==> src/rtl/addsub_pkg.sv <==
// Shared definitions for the bit-serial adder/subtractor: FSM states,
// mode encoding and the parameter legality check.
package addsub_pkg;

  typedef enum logic [1:0] {
    ST_IDLE = 2'd0,
    ST_RUN  = 2'd1,
    ST_DONE = 2'd2
  } state_t;

  localparam logic MODE_SUB = 1'b0;
  localparam logic MODE_ADD = 1'b1;

  // True when DIGIT is a legal slice width for a WIDTH-bit operand.
  function automatic bit digit_divides(input int width, input int digit);
    return (width >= 1) && (digit >= 1) && (digit <= width) && ((width % digit) == 0);
  endfunction

endpackage

==> src/rtl/addsub_digit.sv <==
// Combinational DIGIT-bit ripple of 1-bit add/subtract cells. In subtract
// mode the carry chain carries a borrow; in add mode it carries a carry.
module addsub_digit
  import addsub_pkg::*;
#(
  parameter int DIGIT = 1
) (
  input  logic             mode,
  input  logic [DIGIT-1:0] a_d,
  input  logic [DIGIT-1:0] b_d,
  input  logic             cin,
  output logic [DIGIT-1:0] res_d,
  output logic             cout,
  output logic             a_msb,
  output logic             b_msb
);

  logic w_ripple;

  // Ripple the carry/borrow through each bit of the slice, LSB first.
  always_comb begin
    // NOTE: blocking assignments here are deliberate; w_ripple must carry the
    // value produced by bit i into bit i+1 within the same evaluation.
    res_d    = '0;
    w_ripple = cin;
    for (int i = 0; i < DIGIT; i++) begin
      res_d[i] = a_d[i] ^ b_d[i] ^ w_ripple;
      if (mode == MODE_ADD) begin
        w_ripple = (a_d[i] & b_d[i]) | (w_ripple & (a_d[i] ^ b_d[i]));
      end else begin
        w_ripple = (~a_d[i] & b_d[i]) | (w_ripple & ~(a_d[i] ^ b_d[i]));
      end
    end
    cout = w_ripple;
  end

  // MSB-stage operand bits, used by the top to form signed overflow.
  assign a_msb = a_d[DIGIT-1];
  assign b_msb = b_d[DIGIT-1];

endmodule

==> src/rtl/serial_addsub.sv <==
// Bit-serial adder/subtractor: one WIDTH-bit operation per accepted start,
// DIGIT bits per clock through a single reusable digit slice.
module serial_addsub
  import addsub_pkg::*;
#(
  parameter int WIDTH = 8,
  parameter int DIGIT = 1
) (
  input  logic             clk,
  input  logic             rst,
  input  logic             start,
  input  logic             mode,
  input  logic [WIDTH-1:0] a,
  input  logic [WIDTH-1:0] b,
  output logic             busy,
  output logic             done,
  output logic [WIDTH-1:0] result,
  output logic             bout,
  output logic             overflow
);

  localparam int N     = WIDTH / DIGIT;
  localparam int CNT_W = $clog2(N) + 1;
  localparam logic [CNT_W-1:0] LAST_STEP = CNT_W'(N - 1);

  generate
    if (!digit_divides(WIDTH, DIGIT)) begin : g_bad_digit
      $error("serial_addsub: DIGIT must be >= 1 and divide WIDTH");
    end
  endgenerate

  state_t             r_state;
  logic [CNT_W-1:0]   r_cnt;
  logic [WIDTH-1:0]   r_a;
  logic [WIDTH-1:0]   r_b;
  logic [WIDTH-1:0]   r_sh;
  logic               r_mode;
  logic               r_c;
  logic               r_busy;
  logic               r_done;
  logic [WIDTH-1:0]   r_result;
  logic               r_bout;
  logic               r_ovf;

  logic [DIGIT-1:0]   w_res_d;
  logic               w_cout;
  logic               w_a_msb;
  logic               w_b_msb;
  logic [WIDTH-1:0]   w_sh_next;
  logic               w_ovf;

  addsub_digit #(
    .DIGIT (DIGIT)
  ) u_digit (
    .mode  (r_mode),
    .a_d   (r_a[DIGIT-1:0]),
    .b_d   (r_b[DIGIT-1:0]),
    .cin   (r_c),
    .res_d (w_res_d),
    .cout  (w_cout),
    .a_msb (w_a_msb),
    .b_msb (w_b_msb)
  );

  // New digit enters at the top of the result shadow; older digits move down.
  assign w_sh_next = (WIDTH'(w_res_d) << (WIDTH - DIGIT)) | (r_sh >> DIGIT);

  // Signed overflow: only meaningful on the final step, when the slice sees
  // the operand MSBs and produces the result MSB.
  assign w_ovf = (r_mode == MODE_ADD)
               ? ((w_a_msb == w_b_msb) && (w_sh_next[WIDTH-1] != w_a_msb))
               : ((w_a_msb != w_b_msb) && (w_sh_next[WIDTH-1] != w_a_msb));

  // Control FSM plus operand/result shifting and registered outputs.
  always_ff @(posedge clk) begin
    if (rst) begin
      // NOTE: the datapath shadows are cleared too, so an aborted operation
      // leaves nothing behind and every flop has a known post-reset value.
      r_state  <= ST_IDLE;
      r_cnt    <= '0;
      r_a      <= '0;
      r_b      <= '0;
      r_sh     <= '0;
      r_mode   <= MODE_SUB;
      r_c      <= 1'b0;
      r_busy   <= 1'b0;
      r_done   <= 1'b0;
      r_result <= '0;
      r_bout   <= 1'b0;
      r_ovf    <= 1'b0;
    end else begin
      case (r_state)
        ST_IDLE: begin
          r_done <= 1'b0;
          if (start) begin
            r_state <= ST_RUN;
            r_a     <= a;
            r_b     <= b;
            r_mode  <= mode;
            r_c     <= 1'b0;
            r_cnt   <= '0;
            r_busy  <= 1'b1;
          end
        end
        ST_RUN: begin
          r_a   <= r_a >> DIGIT;
          r_b   <= r_b >> DIGIT;
          r_sh  <= w_sh_next;
          r_c   <= w_cout;
          r_cnt <= r_cnt + CNT_W'(1);
          if (r_cnt == LAST_STEP) begin
            r_state  <= ST_DONE;
            r_result <= w_sh_next;
            r_bout   <= w_cout;
            r_ovf    <= w_ovf;
            r_done   <= 1'b1;
          end
        end
        ST_DONE: begin
          r_state <= ST_IDLE;
          r_done  <= 1'b0;
          r_busy  <= 1'b0;
        end
        default: begin
          r_state <= ST_IDLE;
          r_done  <= 1'b0;
          r_busy  <= 1'b0;
        end
      endcase
    end
  end

  assign busy     = r_busy;
  assign done     = r_done;
  assign result   = r_result;
  assign bout     = r_bout;
  assign overflow = r_ovf;

endmodule

==> config.mk <==
export PLATFORM = sky130hd
export DESIGN_NAME = serial_addsub
export DESIGN_NICKNAME = d
export VERILOG_FILES = /design/src/rtl/addsub_pkg.sv /design/src/rtl/addsub_digit.sv /design/src/rtl/serial_addsub.sv
export SDC_FILE = /design/constraint.sdc
export NUM_CORES = 1
export LEC_CHECK = 0
export ABC_AREA = 1
export BUFFER_PORTS_ARGS = -buffer_cell sky130_fd_sc_hd__buf_2
export CAP_MARGIN = 0
export CORE_MARGIN = 3
export CORE_UTILIZATION = 61
export CTS_BUF_LIST = sky130_fd_sc_hd__clkbuf_2 sky130_fd_sc_hd__clkbuf_4 sky130_fd_sc_hd__clkbuf_8
export DETAILED_ROUTE_END_ITERATION = 7
export PLACE_DENSITY = 0.93
export REMOVE_ABC_BUFFERS = 1
export SLEW_MARGIN = 0
export SYNTH_ARGS = -nofsm -noshare
export SYNTH_HDL_FRONTEND = slang
export SYNTH_SLANG_ARGS = --single-unit
export TNS_END_PERCENT = 5
==> constraint.sdc <==
create_clock -name clk -period 4.7 [get_ports clk]
set_clock_uncertainty 0.05 [all_clocks]
set_input_delay 0.47 -clock clk [delete_from_list [all_inputs] [get_ports clk]]
set_output_delay 0.47 -clock clk [all_outputs]
set_load 0.01 [all_outputs]
==> run_results.csv <==
group,metric,value,unit
sta,setup_viol,0,
yosys,synth_common_cells,"67 x nand2_1, 64 x nor2_1, 43 x dfxtp_1",
power,p_leak,0.941,nW
drt,met2_length,1630,um
placement,hpwl,2330,um
yosys,synth_top_cell_area_share,47.4,%
critical_path,worst_setup_path_end_kind,"flip-flop",
run_status,status,"finished, final reports clean",
final_layout,drive_gt1_share,15.1,%
yosys,syn_area_per_cell,7.07,um2
placement,io_buffers,31,
clock_tree,cts_buffers,5,
critical_path,crit_family,"compound AO/OA/AOI/OAI gates",
drt,antenna_left,0,
final_layout,antennaDiodeCount,0,
floorplanning,num_rows,19,
sta,max_slew_margin,44.8,%
drt,wl_met1,1470,um
drt,wl_per_cell,10.5,um
clock_tree,tritoncts,"built",
yosys,synth_top_cell_by_area,"dfxtp_1",
yosys,async_flop_share,0,%
drt,first_pass_iters,4,
drt,via_count,1622,
yosys,syn-cell-area,1820,um2
yosys,yosysWarnings,0,
hold_path,min_path_type,"input pin to flip-flop",
clock_tree,ctsResizeCount,0,
critical_path,cp_slowest_cell,"o21ai_2",
placement,gp_congestion,0.782,
critical_path,arrival,2.13,ns
yosys,ys_seq_area_share,47.4,%
sta,hold_violations,0,
sta,clock.fmax,0.523,GHz
sta,setup_tns,0,ns
power,p_per_area,332,nW/um2
sta,period_share,40.7,%
critical_path,path_buf_inv,1,
clock_tree,post_cts_buffers,0,
critical_path,cp_max_fo,21,
global_route,grt_overflow,0,
global_route,grt_pass1_vias,1410,
critical_path,required,4.92,ns
clock_tree,postCtsHoldBufs,0,
critical_path,cp-start-kind,"flip-flop",
sta,worstMarginPinSlew,0.828,ns
power,max-vdd-ir-drop,0.000211,V
clock_tree,cts.path.max_buffers,2,
yosys,synth_cells,257,
final_layout,syn_to_final_growth,10.5,%
yosys,yosysUniqueCellTypes,20,
drt,highest_layer,"met4",
yosys,ys_seq_elements,43,
clock_tree,path_clk_slew,0.12,ns
sta,slew_viol_final,0,
floorplanning,ioPinCount,32,
drt,wl,3320,um
floorplanning,core_region_area,2810,um2
critical_path,path_class,"flip-flop to flip-flop",
yosys,synth.most_common_cell,"nand2_1",
clock_tree,numClockSinks,43,
clock_tree,clk_latency,0.36,ns
global_route,grt_max_degree,35,
drt,drt_iter0_drc,90,
clock_tree,ctsHtreeMaxLevel,2,
yosys,synth_ff_type,"dfxtp_1",
final_layout,fin_util,71.6,%
yosys,synth_edf_count,0,
critical_path,path_cells,"o21ai_2, inv_1, o21ai_0, nor2_1",
flow_run,maxCapViolCount,0,
global_route,grt_pass1_wl,5690,um
floorplanning,die-height,60.6,um
drt,vias_per_cell,5.13,
floorplanning,die-area,3670,um2
global_route,grtUsageTotal,20.7,%
floorplanning,dieWidth,60.6,um
sta,grt_setup_unrepaired,"false",
drt,drc_errors,0,
sta,min_period,1.91,ns
drt,wl_met3,152,um
yosys,synth.top_cells.by_area,"dfxtp_1 47%, nand2_1 14%, nor2_1 13%",
floorplanning,start_util,64.8,%
clock_tree,root_buffer,"clkbuf_4",
final_layout,layout.nets,308,
global_route,antenna_found_initial,0,
critical_path,cpPeakStageDelay,0.68,ns
[registers in the layout (all words and copies together), names as in the netlist]
| signal | flops |
|---|---|
| r_a | 8 |
| r_b | 8 |
| result | 8 |
| r_sh | 7 |
| r_cnt | 4 |
| r_state | 2 |
| bout | 1 |
| busy | 1 |
| done | 1 |
| overflow | 1 |
| r_c | 1 |
| r_mode | 1 |
[worst paths after layout]
check	cells past startpoint	end	startpoint	slack, ns
setup / recovery	4	r_b[1]	r_state[0]	2.79
hold reg to reg	2	result[7]	result[7]	0.43
hold / removal	3	r_b[7]	b[7]	0.29
setup reg to reg	4	r_b[1]	r_state[0]	2.79
[worst min-delay path, delay by kind of cell]
kind | cells | cell delay [ns]
AO/OA/AOI/OAI | 1 | 0.05
buffers and inverters | 1 | 0.09
AND/OR/NAND/NOR | 1 | 0.05
[kinds of logic (layout without fill, tap and decap cells)]
group,Yosys count,count (layout),share of synthesized area [%]
adder cells (fa/ha/maj),4,4,3.58
flip-flops,43,43,47.4
AO/OA/AOI/OAI,46,46,13.0
buffers and inverters,24,52,6.06
AND/OR/NAND/NOR,140,140,30.0
[placed cells by master (no fill, tap or decap)]
cell type and instances:
nor2_4 1, fa_1 2, o21ai_2 1, o21ai_0 34
nand4_1 1, nor2_1 64, ha_1 2, nand3_1 5
clkinv_2 1, a21oi_1 10, nor2_2 1, buf_2 31
dfxtp_1 43, nor3_1 1, clkinvlp_4 1, a22oi_1 1
inv_2 1, inv_1 12, nand2_1 67, clkbuf_4 6
[power breakdown]
part           total (W)  internal (W)  switching, W
registers       0.000400      0.000385     0.0000144
logic          0.0000876     0.0000328     0.0000548
clock network   0.000180     0.0000635      0.000116
total           0.000667      0.000482      0.000185
[per-stage QoR]
stage	power, W	cells	area, um2	worst slack (ns)	hold WS, ns
floorplan	0.000468	246	1760	3.10	0.389
global placement	0.000492	308	1950	2.63	0.395
detailed placement	0.000496	308	1950	2.56	0.416
CTS	0.000673	316	2010	2.77	0.288
global route	0.000707	316	2010	2.57	0.310
finish	0.000667	316	2010	2.79	0.290
[metal layers]
metal | GRT usage, % | up-vias
li1 | - | 862
met1 | 24.0 | 716
met2 | 35.3 | 38
met3 | 5.11 | 6
met4 | 10.2 | 0
met5 | 0 | -
[layout make-up]
| type | instances | area (um2) |
|---|---|---|
| flip-flops and latches | 43 | 861 |
| multi-input cells | 190 | 847 |
| fillers | 253 | 797 |
| repair buffers | 31 | 155 |
| inverters | 13 | 48.8 |
| clock buffers | 6 | 45.0 |
| well taps | 31 | 38.8 |
| clock inverters | 2 | 12.5 |
No activity file was read; power rests on OpenSTA's default activity.
